--- src/rtl/imm_encoder_pkg.sv ---
// Shared definitions for the immediate encoder: format codes, the canonical nop,
// the request bundle and the signed range-check helper.
package imm_encoder_pkg;

  localparam logic [5:0] EXT_CTRL_ITYPE_SHAMT = 6'b100000;
  localparam logic [5:0] EXT_CTRL_ITYPE       = 6'b010000;
  localparam logic [5:0] EXT_CTRL_STYPE       = 6'b001000;
  localparam logic [5:0] EXT_CTRL_BTYPE       = 6'b000100;
  localparam logic [5:0] EXT_CTRL_UTYPE       = 6'b000010;
  localparam logic [5:0] EXT_CTRL_JTYPE       = 6'b000001;

  localparam logic [31:0] EXT_NOP_INST = 32'h00000013;

  typedef struct packed {
    logic [5:0]  fmt;
    logic [31:0] imm;
    logic [6:0]  opcode;
    logic [4:0]  rd;
    logic [4:0]  rs1;
    logic [4:0]  rs2;
    logic [2:0]  funct3;
    logic [6:0]  funct7;
  } enc_req_t;

  // True when v is representable as a k-bit two's complement value.
  function automatic logic fits_signed(input logic signed [31:0] v, input int unsigned k);
    logic signed [31:0] t;
    t = v >>> (k - 1);
    return (t == 32'sd0) || (t == -32'sd1);
  endfunction

endpackage

--- src/rtl/imm_encoder_pack.sv ---
// Combinational field scatter: places the immediate into its format-specific
// bit positions and flags immediates the format cannot represent.
module imm_encoder_pack
  import imm_encoder_pkg::*;
(
  input  logic [5:0]  fmt,
  input  logic [31:0] imm,
  input  logic [6:0]  opcode,
  input  logic [4:0]  rd,
  input  logic [4:0]  rs1,
  input  logic [4:0]  rs2,
  input  logic [2:0]  funct3,
  input  logic [6:0]  funct7,
  output logic [31:0] inst,
  output logic        err
);

  logic        ok;
  logic [31:0] raw;

  always_comb begin
    ok  = 1'b0;
    raw = EXT_NOP_INST;
    case (fmt)
      EXT_CTRL_ITYPE: begin
        ok  = fits_signed($signed(imm), 12);
        raw = {imm[11:0], rs1, funct3, rd, opcode};
      end
      EXT_CTRL_ITYPE_SHAMT: begin
        ok  = (imm[31:5] == 27'd0);
        raw = {funct7, imm[4:0], rs1, funct3, rd, opcode};
      end
      EXT_CTRL_STYPE: begin
        ok  = fits_signed($signed(imm), 12);
        raw = {imm[11:5], rs2, rs1, funct3, imm[4:0], opcode};
      end
      EXT_CTRL_BTYPE: begin
        ok  = fits_signed($signed(imm), 13) & ~imm[0];
        raw = {imm[12], imm[10:5], rs2, rs1, funct3, imm[4:1], imm[11], opcode};
      end
      EXT_CTRL_UTYPE: begin
        ok  = (imm[11:0] == 12'd0);
        raw = {imm[31:12], rd, opcode};
      end
      EXT_CTRL_JTYPE: begin
        ok  = fits_signed($signed(imm), 21) & ~imm[0];
        raw = {imm[20], imm[10:1], imm[11], imm[19:12], rd, opcode};
      end
      default: begin
        ok  = 1'b0;
        raw = EXT_NOP_INST;
      end
    endcase
  end

  assign err  = ~ok;
  assign inst = ok ? raw : EXT_NOP_INST;

endmodule

--- src/rtl/imm_encoder.sv ---
// Two-stage valid/ready RV32I instruction assembler with a saturating count of
// errored results delivered downstream.
module imm_encoder
  import imm_encoder_pkg::*;
#(
  parameter int CNT_W = 16
) (
  input  logic             clk,
  input  logic             rst,
  input  logic             in_valid,
  output logic             in_ready,
  input  logic [5:0]       in_fmt,
  input  logic [31:0]      in_imm,
  input  logic [6:0]       in_opcode,
  input  logic [4:0]       in_rd,
  input  logic [4:0]       in_rs1,
  input  logic [4:0]       in_rs2,
  input  logic [2:0]       in_funct3,
  input  logic [6:0]       in_funct7,
  output logic             out_valid,
  input  logic             out_ready,
  output logic [31:0]      out_inst,
  output logic             out_err,
  output logic [CNT_W-1:0] err_cnt
);

  function automatic logic [CNT_W-1:0] sat_inc(input logic [CNT_W-1:0] c);
    return (&c) ? c : c + 1'b1;
  endfunction

  enc_req_t         req_p0;
  enc_req_t         req_p1;
  logic             vld_p1, vld_p1_d;
  logic [31:0]      inst_p1;
  logic             err_p1;
  logic [31:0]      inst_p2;
  logic             err_p2;
  logic             vld_p2, vld_p2_d;
  logic [CNT_W-1:0] err_cnt_q, err_cnt_d;
  logic             adv_p1, adv_p2, ld_p1, xfer_out;

  assign req_p0 = '{fmt: in_fmt, imm: in_imm, opcode: in_opcode, rd: in_rd,
                    rs1: in_rs1, rs2: in_rs2, funct3: in_funct3, funct7: in_funct7};

  // Ready terms depend only on registered state and out_ready, never on in_valid.
  assign adv_p2   = ~vld_p2 | out_ready;
  assign adv_p1   = ~vld_p1 | adv_p2;
  assign in_ready = adv_p1;
  assign ld_p1    = adv_p1 & in_valid;
  assign xfer_out = vld_p2 & out_ready;

  always_comb begin
    vld_p1_d  = vld_p1;
    vld_p2_d  = vld_p2;
    err_cnt_d = err_cnt_q;
    if (adv_p1) vld_p1_d = in_valid;
    if (adv_p2) vld_p2_d = vld_p1;
    if (xfer_out && err_p2) err_cnt_d = sat_inc(err_cnt_q);
  end

  always_ff @(posedge clk) begin
    if (rst) begin
      vld_p1    <= 1'b0;
      vld_p2    <= 1'b0;
      err_cnt_q <= '0;
    end else begin
      vld_p1    <= vld_p1_d;
      vld_p2    <= vld_p2_d;
      err_cnt_q <= err_cnt_d;
    end
  end

  // ---- stage p0 -> p1: capture request fields ----
  always_ff @(posedge clk) begin
    if (ld_p1) req_p1 <= req_p0;
  end

  imm_encoder_pack u_pack (
    .fmt    (req_p1.fmt),
    .imm    (req_p1.imm),
    .opcode (req_p1.opcode),
    .rd     (req_p1.rd),
    .rs1    (req_p1.rs1),
    .rs2    (req_p1.rs2),
    .funct3 (req_p1.funct3),
    .funct7 (req_p1.funct7),
    .inst   (inst_p1),
    .err    (err_p1)
  );

  // ---- stage p1 -> p2: output register ----
  always_ff @(posedge clk) begin
    if (adv_p2) begin
      inst_p2 <= inst_p1;
      err_p2  <= err_p1;
    end
  end

  // Data registers carry no reset; gating by the valid bit gives zero outputs when idle.
  assign out_valid = vld_p2;
  assign out_inst  = vld_p2 ? inst_p2 : 32'd0;
  assign out_err   = vld_p2 & err_p2;
  assign err_cnt   = err_cnt_q;

endmodule

--- config.mk ---
export PLATFORM = sky130hd
export DESIGN_NAME = imm_encoder
export DESIGN_NICKNAME = d
export VERILOG_FILES = /design/src/rtl/imm_encoder_pkg.sv /design/src/rtl/imm_encoder_pack.sv /design/src/rtl/imm_encoder.sv
export SDC_FILE = /design/constraint.sdc
export NUM_CORES = 1
export LEC_CHECK = 0
export CAP_MARGIN = 40
export CORE_ASPECT_RATIO = 0.5
export CORE_MARGIN = 2
export CORE_UTILIZATION = 35
export CTS_BUF_LIST = sky130_fd_sc_hd__clkbuf_16
export DETAILED_ROUTE_END_ITERATION = 16
export PLACE_DENSITY = 0.63
export SYNTH_ARGS = -nofsm -noshare
export SYNTH_HDL_FRONTEND = slang
export SYNTH_SLANG_ARGS = --single-unit
--- constraint.sdc ---
create_clock -name clk -period 4.1 [get_ports clk]
set_input_delay 1.025 -clock clk [delete_from_list [all_inputs] [get_ports clk]]
set_output_delay 1.025 -clock clk [all_outputs]
set_load 0.02 [all_outputs]
== Word level (Yosys, flattened, before mapping) ==
Index checks and enable logic that the tools add are counted.
Widths: inputs -> output; s select.
Storage, ports and cells
  word-level logic and storage cells: 50
  register bits after elaboration: 121
  input bits: 74
Cells by class
  $add $sub $neg: 1
  reductions and logical operators: 12
  eq/ne operators: 9
  mux-type cells: 3
  bitwise gates (word level): 12
Operator list (number)
  $pmux 32 s6: 1
  $logic_not 32->1: 3
  $mux 32: 1
  $logic_not 27->1: 1
  $eq 21x1->1 const B: 1
  $eq 20x1->1 const B: 1
  $add 16x1->16 const B: 1
  $reduce_and 16->1: 1
  $eq 12x1->1 const B: 1
  $logic_not 12->1: 1
  $eq 6x1->1 const B: 1
  $eq 6x2->1 const B: 1
  $eq 6x3->1 const B: 1
  $eq 6x4->1 const B: 1
  $eq 6x5->1 const B: 1
  $eq 6x6->1 const B: 1
  $and 1x1->1: 5
  $not 1->1: 5
  $pmux 1 s5: 1
  $logic_or 1x1->1: 3
  $or 1x1->1: 2
  $reduce_and 2->1: 1
  $reduce_or 2->1: 1
  $logic_and 1x1->1: 1

== Logic depth before layout (Yosys ltp) ==
Gate-level depths: netlist of run 1.
  depth after elaboration: 5
  depth in mapped cells: 9

== Hierarchy ==
From an unflattened synthesis of run 1, not the netlist that was laid out.
Second synthesis, totals
  cells, all modules: 395
  area total of the unflattened synthesis: 5225.0 µm²
By module, submodules not included
  imm_encoder: area an instance 4254.1 µm², cells each 247, times used 1
  imm_encoder_pack: area an instance 970.9 µm², cells each 148, times used 1

== Worst setup path after synthesis of run 1 ==
No wires, ideal clock.
  kind: input to register
  start point: in out_ready
  end point: reg req_p1[0] (netlist bit) (enable)
  arrival: 2960 ps
  path slack: 704 ps
  setup time: 436 ps
  stages on the path: 3
  cells stage by stage: nor2b_1 nand2_1 and2_1
On the way
  cells in the longest elaborated chain, start to end: 3
Ends and longest elaborated chain
  from (decl): RTL line imm_encoder.sv:21  | input logic out_ready,
  $or 1x1->1: RTL line imm_encoder.sv:46  | assign adv_p2 = ~vld_p2 | out_ready;
  $or 1x1->1: RTL line imm_encoder.sv:47  | assign adv_p1 = ~vld_p1 | adv_p2;
  net in_ready: RTL line imm_encoder.sv:11  | output logic in_ready,
  $and 1x1->1: RTL line imm_encoder.sv:49  | assign ld_p1 = adv_p1 & in_valid;
  net ld_p1: RTL line imm_encoder.sv:40  | logic adv_p1, adv_p2, ld_p1, xfer_out;
  to (signal assigned): RTL line imm_encoder.sv:75  | if (ld_p1) req_p1 <= req_p0;
  to (decl): RTL line imm_encoder.sv:32  | enc_req_t req_p1;
The timed path passes the listed nets, and every way through them passes these cells.
A chain may end at the register's enable or synchronous reset.

== Worst setup path in the final report of run 1 ==
  start point: in out_ready
  end point: out in_ready
On the way
  cells in the longest elaborated chain, start to end: 2
Ends and longest elaborated chain (RTL line)
  $or 1x1->1: imm_encoder.sv:46
  $or 1x1->1: imm_encoder.sv:47
  to (decl): imm_encoder.sv:11
No other way between the ends.

==> results by group, run 1 <==
Setup path
  – Crit-path max cell delay: 0.55 ns
  – R2R depth: 6
  – Worst r2r dst: inst_p2[20]
  – Crit Reg-Reg Startpoint: req_p1[67]
  – Critical path launch point: out_ready
  – Reg2Reg Setup Slack: between 1.5 and 2 ns
  – Levels on crit path: 4
  – Crit path DAT: ~2.4 ns
  – Crit path kind: primary input to output pin
  – Most common cell on crit path: clkdlybuf4s50_1
  – Critical Path End Type: output pin
  – Worst setup SP type: primary input
  – Number of buffers and inverters on the critical path: 2
  – Critical Path RT: a little over 3 ns
  – Delay-heaviest family, CP: buffers and inverters
  – Maximum fanout along the worst path: 4
  – Worst-path cell chain: clkdlybuf4s50_1, nor2b_1, nand2_1, clkdlybuf4s50_1
  – Crit-path slowest cell: clkdlybuf4s50_1

Placement
  – Final HPWL DP: about 8.3 mm
  – Placed instance count: about 670
  – Port Buffers: 124
  – Gpl congestion: a little under 0.8

Timing
  – Finish-stage setup viols: 0
  – Clock skew: about 0.0073 ns
  – RSZ-0062 raised after global routing: no
  – Final Cycle Share: 83.8%
  – TNS Setup: 0 ns
  – Max_slew headroom: about two fifths
  – Tightest Pin Transition: just under 0.9 ns
  – Final Slew Violations: 0
  – Final min period: 3.44 ns
  – Fmax achieved: 0.291 GHz
  – Hold Vio Cnt, Final: 0

Clock network
  – Clock Path Buffers: 2
  – Clk pin slew, worst setup/hold paths: roughly 0.06 ns
  – H-tree level count: 4
  – TritonCTS clock tree: built
  – Clk_lat worst skew: roughly 0.40 ns
  – CTS Sinks: between 100 and 150
  – Resized Gates After CTS: 0
  – Root buffer cell: clkbuf_16
  – Hold buffers post-CTS: 0
  – CTS Buf Count: 17
  – Setup Fix Bufs, Post-CTS: 0

Finish
  – Most common cell after layout, fill and taps aside: clkdlybuf4s50_1
  – Net count reported at finish: 571
  – Synth-to-Final Area Change: 39.7%
  – Storage element area: ~3500 µm²
  – Diode count: 0
  – Layout cells sized above 1: a little over a tenth
  – Fillcell total: ~1200
  – Final Non-Filler Cells: around 700
  – Most frequent cells in the layout: clkdlybuf4s50_1 (124), edfxtp_1 (103), nor2_1 (49)
  – Multi-input gate area: around 1400 µm²

GRT
  – First-pass GRT wire length: approximately 18 mm
  – All-Layer GR Usage: between 10% and 20%
  – Initial antenna violation count: 0
  – Vias in the first global route: between 3000 and 4000
  – Largest net degree at the start of global routing: 33
  – Total grt overflow: 0

Floorplanning
  – Die Y: 88.7 µm
  – Die area: between 15000 and 20000 µm²
  – Top-Level Pins: 125
  – Die Wd: between 150 and 200 µm
  – Row cnt: 30
  – Core ar.: around 14000 µm²
  – Initial Util: between 30% and 40%

Detailed routing
  – Drt via density: a little under 5
  – Post-route antenna net violation count: 0
  – DRC errors left: 0
  – Via count: around 3400
  – DRT Pass-1 Iters: 6
  – Iter 0 DRT Violations: 296
  – Wire length per cell: approximately 16 µm
  – Final wirelength: 11.5 mm

Outcome
  – Status: finished, final reports clean

Worst hold path
  – Worst Hold End: err_cnt[1]
  – Hold Crit Depth: 2
  – Min-Delay Path Class: register to register
  – Min-Delay Startpoint: err_cnt[1]

Synthesis
  – Syn Area/Cell: around 14 µm²
  – Unique masters post-synth: 45
  – Syn Nets: about 440
  – Post-synthesis sequential area ratio: a little under 70%
  – Async S/R FF share, synth: 0%
  – Syn Inst Count: around 370
  – Top FF cell, synth: edfxtp_1
  – Synth warnings: 0
  – Post-synth EDFFs: 103
  – Yosys reg bits: around 120
  – Syn Std Cell Area: 5020 µm²

Pwr
  – Static Leak: 2.37 nW
  – Max VDD drop: roughly 0.35 mV
  – P per Cell Area: ~440 nW/µm²

Flow run
  – Max cap viols: 0
==> per-layer routing <==
layer,routed length [µm],part of all wire [%],global-route usage (%)
met1,5030,44,19.4
met2,5530,48,26.0
met3,776,6.8,4.73
met4,128,1.1,5.55
met5,0,0,0
==> cells by family after synthesis <==
family,count (synthesis),synth area share (%)
mux,1,0.199
simple gates,158,16.8
xor+xnor,18,3.14
compound gates,48,7.82
fa+ha+maj,1,0.249
flops,121,68.7
buf+inv,19,3.01
==> Yosys cell counts, types with 3 or more instances <==
master | instances | area, µm²
o21ai_0 | 6 | 30.0
dfxtp_1 | 18 | 360
nor3_1 | 9 | 45.0
a21o_2 | 4 | 35.0
buf_6 | 5 | 56.3
nand2_1 | 13 | 48.8
xnor2_1 | 4 | 35.0
nor4_1 | 11 | 68.8
nor2_1 | 49 | 184
nand3b_1 | 3 | 22.5
nand3_1 | 8 | 40.0
a222oi_1 | 11 | 110
edfxtp_1 | 103 | 3090
clkbuf_1 | 5 | 18.8
xor2_1 | 14 | 123
and2_1 | 35 | 219
clkbuf_8 | 4 | 55.1
nand4_1 | 11 | 68.8
a21oi_1 | 4 | 20.0
or2_2 | 3 | 18.8
nor3b_1 | 3 | 22.5
a22oi_1 | 14 | 105
==> state kept, by name, summed over array words and instances, names as in the netlist <==
signal and cells:
err_p2 1, err_cnt 16, vld_p1 1, out_valid 1, req_p1 70, inst_p2 32
==> worst max-delay path by stage <==
stage,slack [ns],endpoint
final,0.66,in_ready
after global routing,0.60,in_ready
after CTS,0.66,in_ready
after detailed placement,0.67,in_ready
after global placement,0.74,in_ready
after floorplan,0.70,req_p1[0]
==> where the power goes <==
group | leakage, nW | switching, W | internal [W]
combinational | 0.869 | 0.0000683 | 0.0000938
sequential | 1.21 | 0.0000345 | 0.00139
clock | 0.293 | 0.000590 | 0.000922
total | 2.37 | 0.000693 | 0.00241
==> worst min-delay path: cells and delay by family (launching register included) <==
kind	cells	cell delay [ns]
AO/OA/AOI/OAI	2	0.14
flip-flops	1	0.33
==> stage by stage <==
stage	hold WS (ns)	util, %	power (W)	cell area [µm²]	worst slack [ns]
floorplan	0.463	-	0.00151	5020	0.704
global placement	0.498	46.5	0.00161	6410	0.740
detailed placement	0.503	46.5	0.00161	6410	0.666
CTS	0.515	50.9	0.00313	7020	0.656
global route	0.548	50.9	0.00321	7020	0.601
finish	0.514	50.9	0.00310	7020	0.664
==> final cells by class <==
cell class / count / share of cell area (%)
clock buffers: 17 / 6.06
clock inverters: 15 / 2.59
inverters: 1 / 0.0535
multi-input cells: 226 / 20.2
flip-flops and latches: 121 / 49.2
well taps: 192 / 3.42
repair buffers: 129 / 18.4
No activity file was read; power rests on OpenSTA's default activity.
==> run 2: changes to the inputs <==
==> constraint.sdc (replaced) <==
create_clock -name clk -period 3.42 [get_ports clk]
set_input_delay 0.855 -clock clk [delete_from_list [all_inputs] [get_ports clk]]
set_output_delay 0.855 -clock clk [all_outputs]
set_load 0.02 [all_outputs]
==> run 2 against run 1 <==
Effect of this change:
- sequential share of layout area hardly changed
- clock-buffer cell count stayed put
- global-route usage hardly changed
- flip-flop and latch count stayed put
- final area hardly changed
- largest cell class unchanged
- critical path type unchanged
- clock power is 19% higher
- combinational power is 18% higher
- highest routed layer unchanged
==> results by group, run 2 (same netlist as run 1, synthesis figures left out) <==
Timing
  – Hold Vio Cnt, Final: 0 (unchanged)
  – Final min period: 3.04 ns
  – TNS Setup: 0 ns (unchanged)
  – RSZ-0062 raised after global routing: no
  – Finish-stage setup viols: 0 (unchanged)
  – Final Cycle Share: approximately nine tenths
  – Tightest Pin Transition: 0.854 ns (-0.0346 ns)
  – Clock skew: 0.00741 ns (+0.000108 ns)
  – Final Slew Violations: 0 (unchanged)
  – Fmax achieved: about 0.33 GHz
  – WHS: 0.511 ns (-0.00324 ns)
  – Max_slew headroom: 42.6% (+2.3 points)

Clock network
  – Hold buffers post-CTS: 0 (unchanged)
  – TritonCTS clock tree: built
  – Clk_lat worst skew: 0.41 ns (about the same)
  – Clk pin slew, worst setup/hold paths: 0.06 ns (about the same)
  – Clock Path Buffers: 2 (unchanged)
  – Resized Gates After CTS: 0 (unchanged)
  – Root buffer cell: clkbuf_16
  – H-tree level count: 4 (unchanged)
  – CTS Buf Count: 17 (unchanged)
  – CTS Sinks: 121 (unchanged)
  – Setup Fix Bufs, Post-CTS: 0 (unchanged)

Detailed routing
  – Drt via density: 4.94 (+0.96%)
  – Post-route antenna net violation count: 0 (unchanged)
  – DRT Pass-1 Iters: 6 (unchanged)
  – DRC errors left: 0 (unchanged)
  – Iter 0 DRT Violations: 286 (-3.4%)
  – Via count: 3470 (+1.1%)
  – Final wirelength: 11.3 mm (-1.5%)
  – Wire length per cell: 16.1 µm (-1.6%)

Floorplanning
  – Die Y: 88.7 µm (unchanged)
  – Initial Util: 36.5% (unchanged)
  – Row cnt: 30 (unchanged)
  – Die Wd: 173 µm (unchanged)
  – Die area: 15400 µm² (unchanged)
  – Core ar.: 13800 µm² (unchanged)
  – Top-Level Pins: 125 (unchanged)

Pwr
  – P per Cell Area: 528 nW/µm² (+20%)
  – Max VDD drop: 0.318 mV (-9.2%)
  – Static Leak: 2.37 nW (+0.20%)
  – Final Power: 0.00371 W (+20%)

Finish
  – Layout cells sized above 1: 11.0% (+0.17 points)
  – Max FFs per register: 70 (unchanged)
  – Layout Utilization: 51.0% (about the same)
  – Synth-to-Final Area Change: 39.7% (about the same)
  – Net count reported at finish: 572 (+0.18%)
  – Largest register by flop count: req_p1
  – Final Non-Filler Cells: 702 (+0.14%)
  – Most frequent cells in the layout: clkdlybuf4s50_1 (124), edfxtp_1 (103), nor2_1 (49)
  – Diode count: 0 (unchanged)
  – Most common cell after layout, fill and taps aside: clkdlybuf4s50_1

GRT
  – Total grt overflow: 0 (unchanged)
  – All-Layer GR Usage: 15.5% (about the same)
  – Initial antenna violation count: 0 (unchanged)
  – Largest net degree at the start of global routing: 57 (+73%)
  – Vias in the first global route: 3376 (-2.7%)
  – First-pass GRT wire length: 17.7 mm (-2.6%)

Placement
  – Gpl congestion: 0.789 (-0.52%)
  – Port Buffers: 124 (unchanged)
  – Placed instance count: 670 (+0.15%)
  – Final HPWL DP: 8.09 mm (-2.0%)

Setup path
  – Worst-path cell chain: clkdlybuf4s50_1, nor2b_1, nand2_1, clkdlybuf4s50_1
  – Reg2Reg Setup Slack: 0.80 ns (-0.76 ns)
  – Crit path kind: primary input to output pin
  – Crit path DAT: 2.18 ns (-0.23 ns)
  – Crit-path max cell delay: 0.55 ns (about the same)
  – Number of buffers and inverters on the critical path: 2 (unchanged)
  – Critical Path RT: 2.56 ns (-0.51 ns)
  – Maximum fanout along the worst path: 4 (unchanged)
  – Most common cell on crit path: clkdlybuf4s50_1
  – Worst setup SP type: primary input
  – Crit-path slowest cell: clkdlybuf4s50_1
  – Delay-heaviest family, CP: buffers and inverters
  – Critical Path End Type: output pin
  – Crit Reg-Reg Startpoint: req_p1[67]
  – Worst r2r dst: inst_p2[14]
  – R2R depth: 7 (+1)

Flow run
  – Max cap viols: 0 (unchanged)

Worst hold path
  – Hold Crit Depth: 2 (unchanged)
  – Worst Hold End: out_valid
  – Min-Delay Path Class: register to register
  – Min-Delay Startpoint: vld_p1

Outcome
  – Status: finished, final reports clean
==> run 2: cell types whose count changed in the layout (fill, tap and decap cells not counted) <==
cell	delta
clkinv_4	+2
inv_8	-2
buf_4	+1
clkinvlp_4	-1
inv_6	+1
==> run 2: worst register-to-register path, delay by kind of cell, from the launching register on <==
kind	cells	cell delay, ns
buffers and inverters	2	0.52
AO/OA/AOI/OAI	2	0.69
flip-flops	1	0.53
AND/OR/NAND/NOR	3	0.64
==> run 2: layer usage <==
layer | up-vias | track usage, % | share of wire [%]
met5 | - | 0 | 0
li1 | 1663 | - | -
met4 | 0 | 7.47 | 1.6
met3 | 15 | 5.24 | 6.4
met1 | 1669 | 19.5 | 45
met2 | 123 | 24.5 | 47
==> run 2: layout make-up <==
type / count / area, µm²
sequential: 121 / 3450
multi-input combinational: 226 / 1420
clock inverter: 15 / 178
fill: 1205 / 6760
tap: 192 / 240
timing repair buffer: 130 / 1300
clock buffer: 17 / 425
inverter: 1 / 3.75
==> run 2: power by group <==
part | total [W] | switching (W) | internal, W | leakage [nW]
clock | 0.00180 | 0.000706 | 0.00110 | 0.294
sequential | 0.00171 | 0.0000429 | 0.00167 | 1.21
combinational | 0.000191 | 0.0000785 | 0.000112 | 0.873
total | 0.00371 | 0.000827 | 0.00288 | 2.37
==> run 2: through the flow <==
step,worst slack [ns],area [µm²]
after floorplan,0.194,5020
after detailed placement,0.376,6420
final,0.382,7020
after global placement,0.402,6420
after global routing,0.257,7020
after CTS,0.366,7020
==> run 2: how the worst max path moves through the flow <==
| stage | cells after the start | slack [ns] | from | end |
|---|---|---|---|---|
| 2_1_floorplan | 3 | 0.19 | out_ready | req_p1[0] |
| 3_3_place_gp | 4 | 0.40 | out_ready | in_ready |
| 3_5_place_dp | 4 | 0.38 | out_ready | in_ready |
| 4_1_cts | 4 | 0.37 | out_ready | in_ready |
| 5_1_grt | 3 | 0.26 | out_valid | out_inst[5] |
| 6_report | 4 | 0.38 | out_ready | in_ready |
==> run 3: changes to the inputs <==
--- a/config.mk
+++ b/config.mk
@@ -6,12 +6,15 @@
 export NUM_CORES = 1
 export LEC_CHECK = 0
 export CAP_MARGIN = 40
+export CELL_PAD_IN_SITES_DETAIL_PLACEMENT = 1
+export CELL_PAD_IN_SITES_GLOBAL_PLACEMENT = 1
 export CORE_ASPECT_RATIO = 0.5
 export CORE_MARGIN = 2
 export CORE_UTILIZATION = 35
 export CTS_BUF_LIST = sky130_fd_sc_hd__clkbuf_16
 export DETAILED_ROUTE_END_ITERATION = 16
-export PLACE_DENSITY = 0.63
+export PLACE_DENSITY = 0.75
+export SLEW_MARGIN = 20
 export SYNTH_ARGS = -nofsm -noshare
 export SYNTH_HDL_FRONTEND = slang
 export SYNTH_SLANG_ARGS = --single-unit
==> run 3 against run 2 <==
Effect of this change:
- core utilization is 0.54 points lower
- flip-flop and latch count did not move
- critical path depth unchanged
- clock power fell by 9%
- clock-buffer cell count is the same
- combinational power rose by 2%
- sequential share of layout area is 0.52 points higher
- via count rose by 1.4%
==> results by group, run 3 (same netlist as run 1, synthesis figures left out) <==
Clock network
  – CTS Sinks: 121 (unchanged)
  – Clk_lat worst skew: 0.42 ns (about the same)
  – Clock Path Buffers: 2 (unchanged)
  – Root buffer cell: clkbuf_16
  – Hold buffers post-CTS: 0 (unchanged)
  – CTS Buf Count: 17 (unchanged)
  – TritonCTS clock tree: built
  – Clk pin slew, worst setup/hold paths: 0.06 ns (about the same)
  – Setup Fix Bufs, Post-CTS: 0 (unchanged)
  – H-tree level count: 4 (unchanged)
  – Resized Gates After CTS: 0 (unchanged)

Finish
  – Layout cells sized above 1: 9.82% (-1.2 points)
  – Largest register by flop count: req_p1
  – Diode count: 0 (unchanged)
  – Synth-to-Final Area Change: 38.3%
  – Max FFs per register: 70 (unchanged)
  – Most common cell after layout, fill and taps aside: clkdlybuf4s50_1
  – Net count reported at finish: 571 (-0.17%)
  – Final Non-Filler Cells: 701 (-0.14%)
  – Most frequent cells in the layout: clkdlybuf4s50_1 (124), edfxtp_1 (103), nor2_1 (49)

Timing
  – Final min period: 3.06 ns (+0.0256 ns)
  – Max_slew headroom: 48.4% (+5.8 points)
  – RSZ-0062 raised after global routing: no
  – Fmax achieved: 0.326 GHz (-0.83%)
  – Tightest Pin Transition: 0.768 ns (-0.0859 ns)
  – Hold Vio Cnt, Final: 0 (unchanged)
  – Finish-stage setup viols: 0 (unchanged)
  – Final Slew Violations: 0 (unchanged)
  – Worst setup margin: 0.356 ns (-0.0256 ns)
  – TNS Setup: 0 ns (unchanged)
  – Clock skew: 0.0209 ns (+0.0135 ns)
  – Final Cycle Share: 89.6% (+0.75 points)

Placement
  – Final HPWL DP: 9.04 mm (+12%)
  – Placed instance count: 668 (-0.30%)
  – Pre-CTS WS: 0.363 ns (-0.0126 ns)
  – Port Buffers: 124 (unchanged)
  – Gpl congestion: 0.765 (-3.0%)

Detailed routing
  – Final wirelength: 13.1 mm (+16%)
  – Drt via density: 5.02 (+1.6%)
  – Wire length per cell: 18.6 µm (+16%)
  – DRC errors left: 0 (unchanged)
  – Via count: 3520 (+1.4%)
  – Post-route antenna net violation count: 0 (unchanged)
  – DRT Pass-1 Iters: 7 (+1)
  – Iter 0 DRT Violations: 250 (-13%)

Worst hold path
  – Min-Delay Path Class: register to register
  – Min-Delay Startpoint: vld_p1
  – Worst Hold End: out_valid
  – Hold Crit Depth: 2 (unchanged)

Setup path
  – Crit path DAT: 2.21 ns (+0.03 ns)
  – Crit Reg-Reg Startpoint: req_p1[67]
  – Maximum fanout along the worst path: 4 (unchanged)
  – R2R depth: 7 (unchanged)
  – Critical Path End Type: output pin
  – Crit path kind: primary input to output pin
  – Reg2Reg Setup Slack: 0.97 ns (+0.17 ns)
  – Critical Path RT: 2.56 ns (about the same)
  – Worst r2r dst: inst_p2[0]
  – Worst setup SP type: primary input

Pwr
  – Max VDD drop: 0.346 mV (+8.9%)
  – Static Leak: 2.35 nW (-1.1%)
  – P per Cell Area: 510 nW/µm² (-3.3%)

GRT
  – Largest net degree at the start of global routing: 54 (-5.3%)
  – Total grt overflow: 0 (unchanged)
  – All-Layer GR Usage: 17.7% (+2.2 points)
  – Initial antenna violation count: 0 (unchanged)
  – First-pass GRT wire length: 20.5 mm (+16%)
  – Vias in the first global route: 3692 (+9.4%)

Floorplanning
  – Die Y: 88.7 µm (unchanged)
  – Row cnt: 30 (unchanged)
  – Core ar.: 13800 µm² (unchanged)
  – Die area: 15400 µm² (unchanged)
  – Top-Level Pins: 125 (unchanged)
  – Die Wd: 173 µm (unchanged)
  – Initial Util: 36.5% (unchanged)

Outcome
  – Status: finished, final reports clean

Flow run
  – Max cap viols: 0 (unchanged)
==> run 3: changes by cell type in the layout (fill, tap and decap cells not counted), sizes merged <==
cell	previous run	this run
clkinv	4	8
inv	9	5
buf	6	4
bufinv	2	1
clkbuf	17	18
clkinvlp	1	2
==> run 3: worst max-delay path, cell delays in order <==
cell and delay [ns]:
clkdlybuf4s50_1 0.44, nor2b_1 0.25, nand2_1 0.12, clkdlybuf4s50_1 0.55
==> run 3: cell type report <==
type,instances,area [µm²]
well taps,192,240
multi-input cells,226,1420
flip-flops and latches,121,3450
repair buffers,129,1290
fillers,1413,6830
clock inverters,15,114
clock buffers,17,425
inverters,1,3.75
==> run 3: worst max-delay path by stage <==
stage | endpoint | slack [ns] | start | cells past startpoint
3_3_place_gp | in_ready | 0.40 | out_ready | 4
2_1_floorplan | req_p1[0] | 0.19 | out_ready | 3
3_5_place_dp | in_ready | 0.36 | out_ready | 4
4_1_cts | in_ready | 0.36 | out_ready | 4
6_report | in_ready | 0.36 | out_ready | 4
5_1_grt | in_ready | 0.27 | out_ready | 4
==> run 3: routing by layer <==
metal	up-vias	share of wire (%)	GRT usage (%)
li1	1651	-	-
met1	1753	45	21.8
met2	101	50	31.1
met3	15	4.0	4.85
met4	0	1.0	5.32
met5	-	0	0
==> run 3: power breakdown <==
| part | leakage (nW) | switching (W) | internal (W) |
|---|---|---|---|
| clock network | 0.272 | 0.000651 | 0.000984 |
| registers | 1.21 | 0.0000463 | 0.00167 |
| logic | 0.869 | 0.0000832 | 0.000112 |
==> run 3: through the flow <==
| step | power, W | util, % | hold WS [ns] | area (µm²) |
|---|---|---|---|---|
| 3_5_place_dp | 0.00194 | 46.5 | 0.488 | 6400 |
| 2_1_floorplan | 0.00181 | - | 0.463 | 5020 |
| 6_report | 0.00355 | 50.4 | 0.508 | 6950 |
| 3_3_place_gp | 0.00193 | 46.5 | 0.489 | 6400 |
| 4_1_cts | 0.00357 | 50.4 | 0.510 | 6940 |
| 5_1_grt | 0.00366 | 50.4 | 0.543 | 6950 |
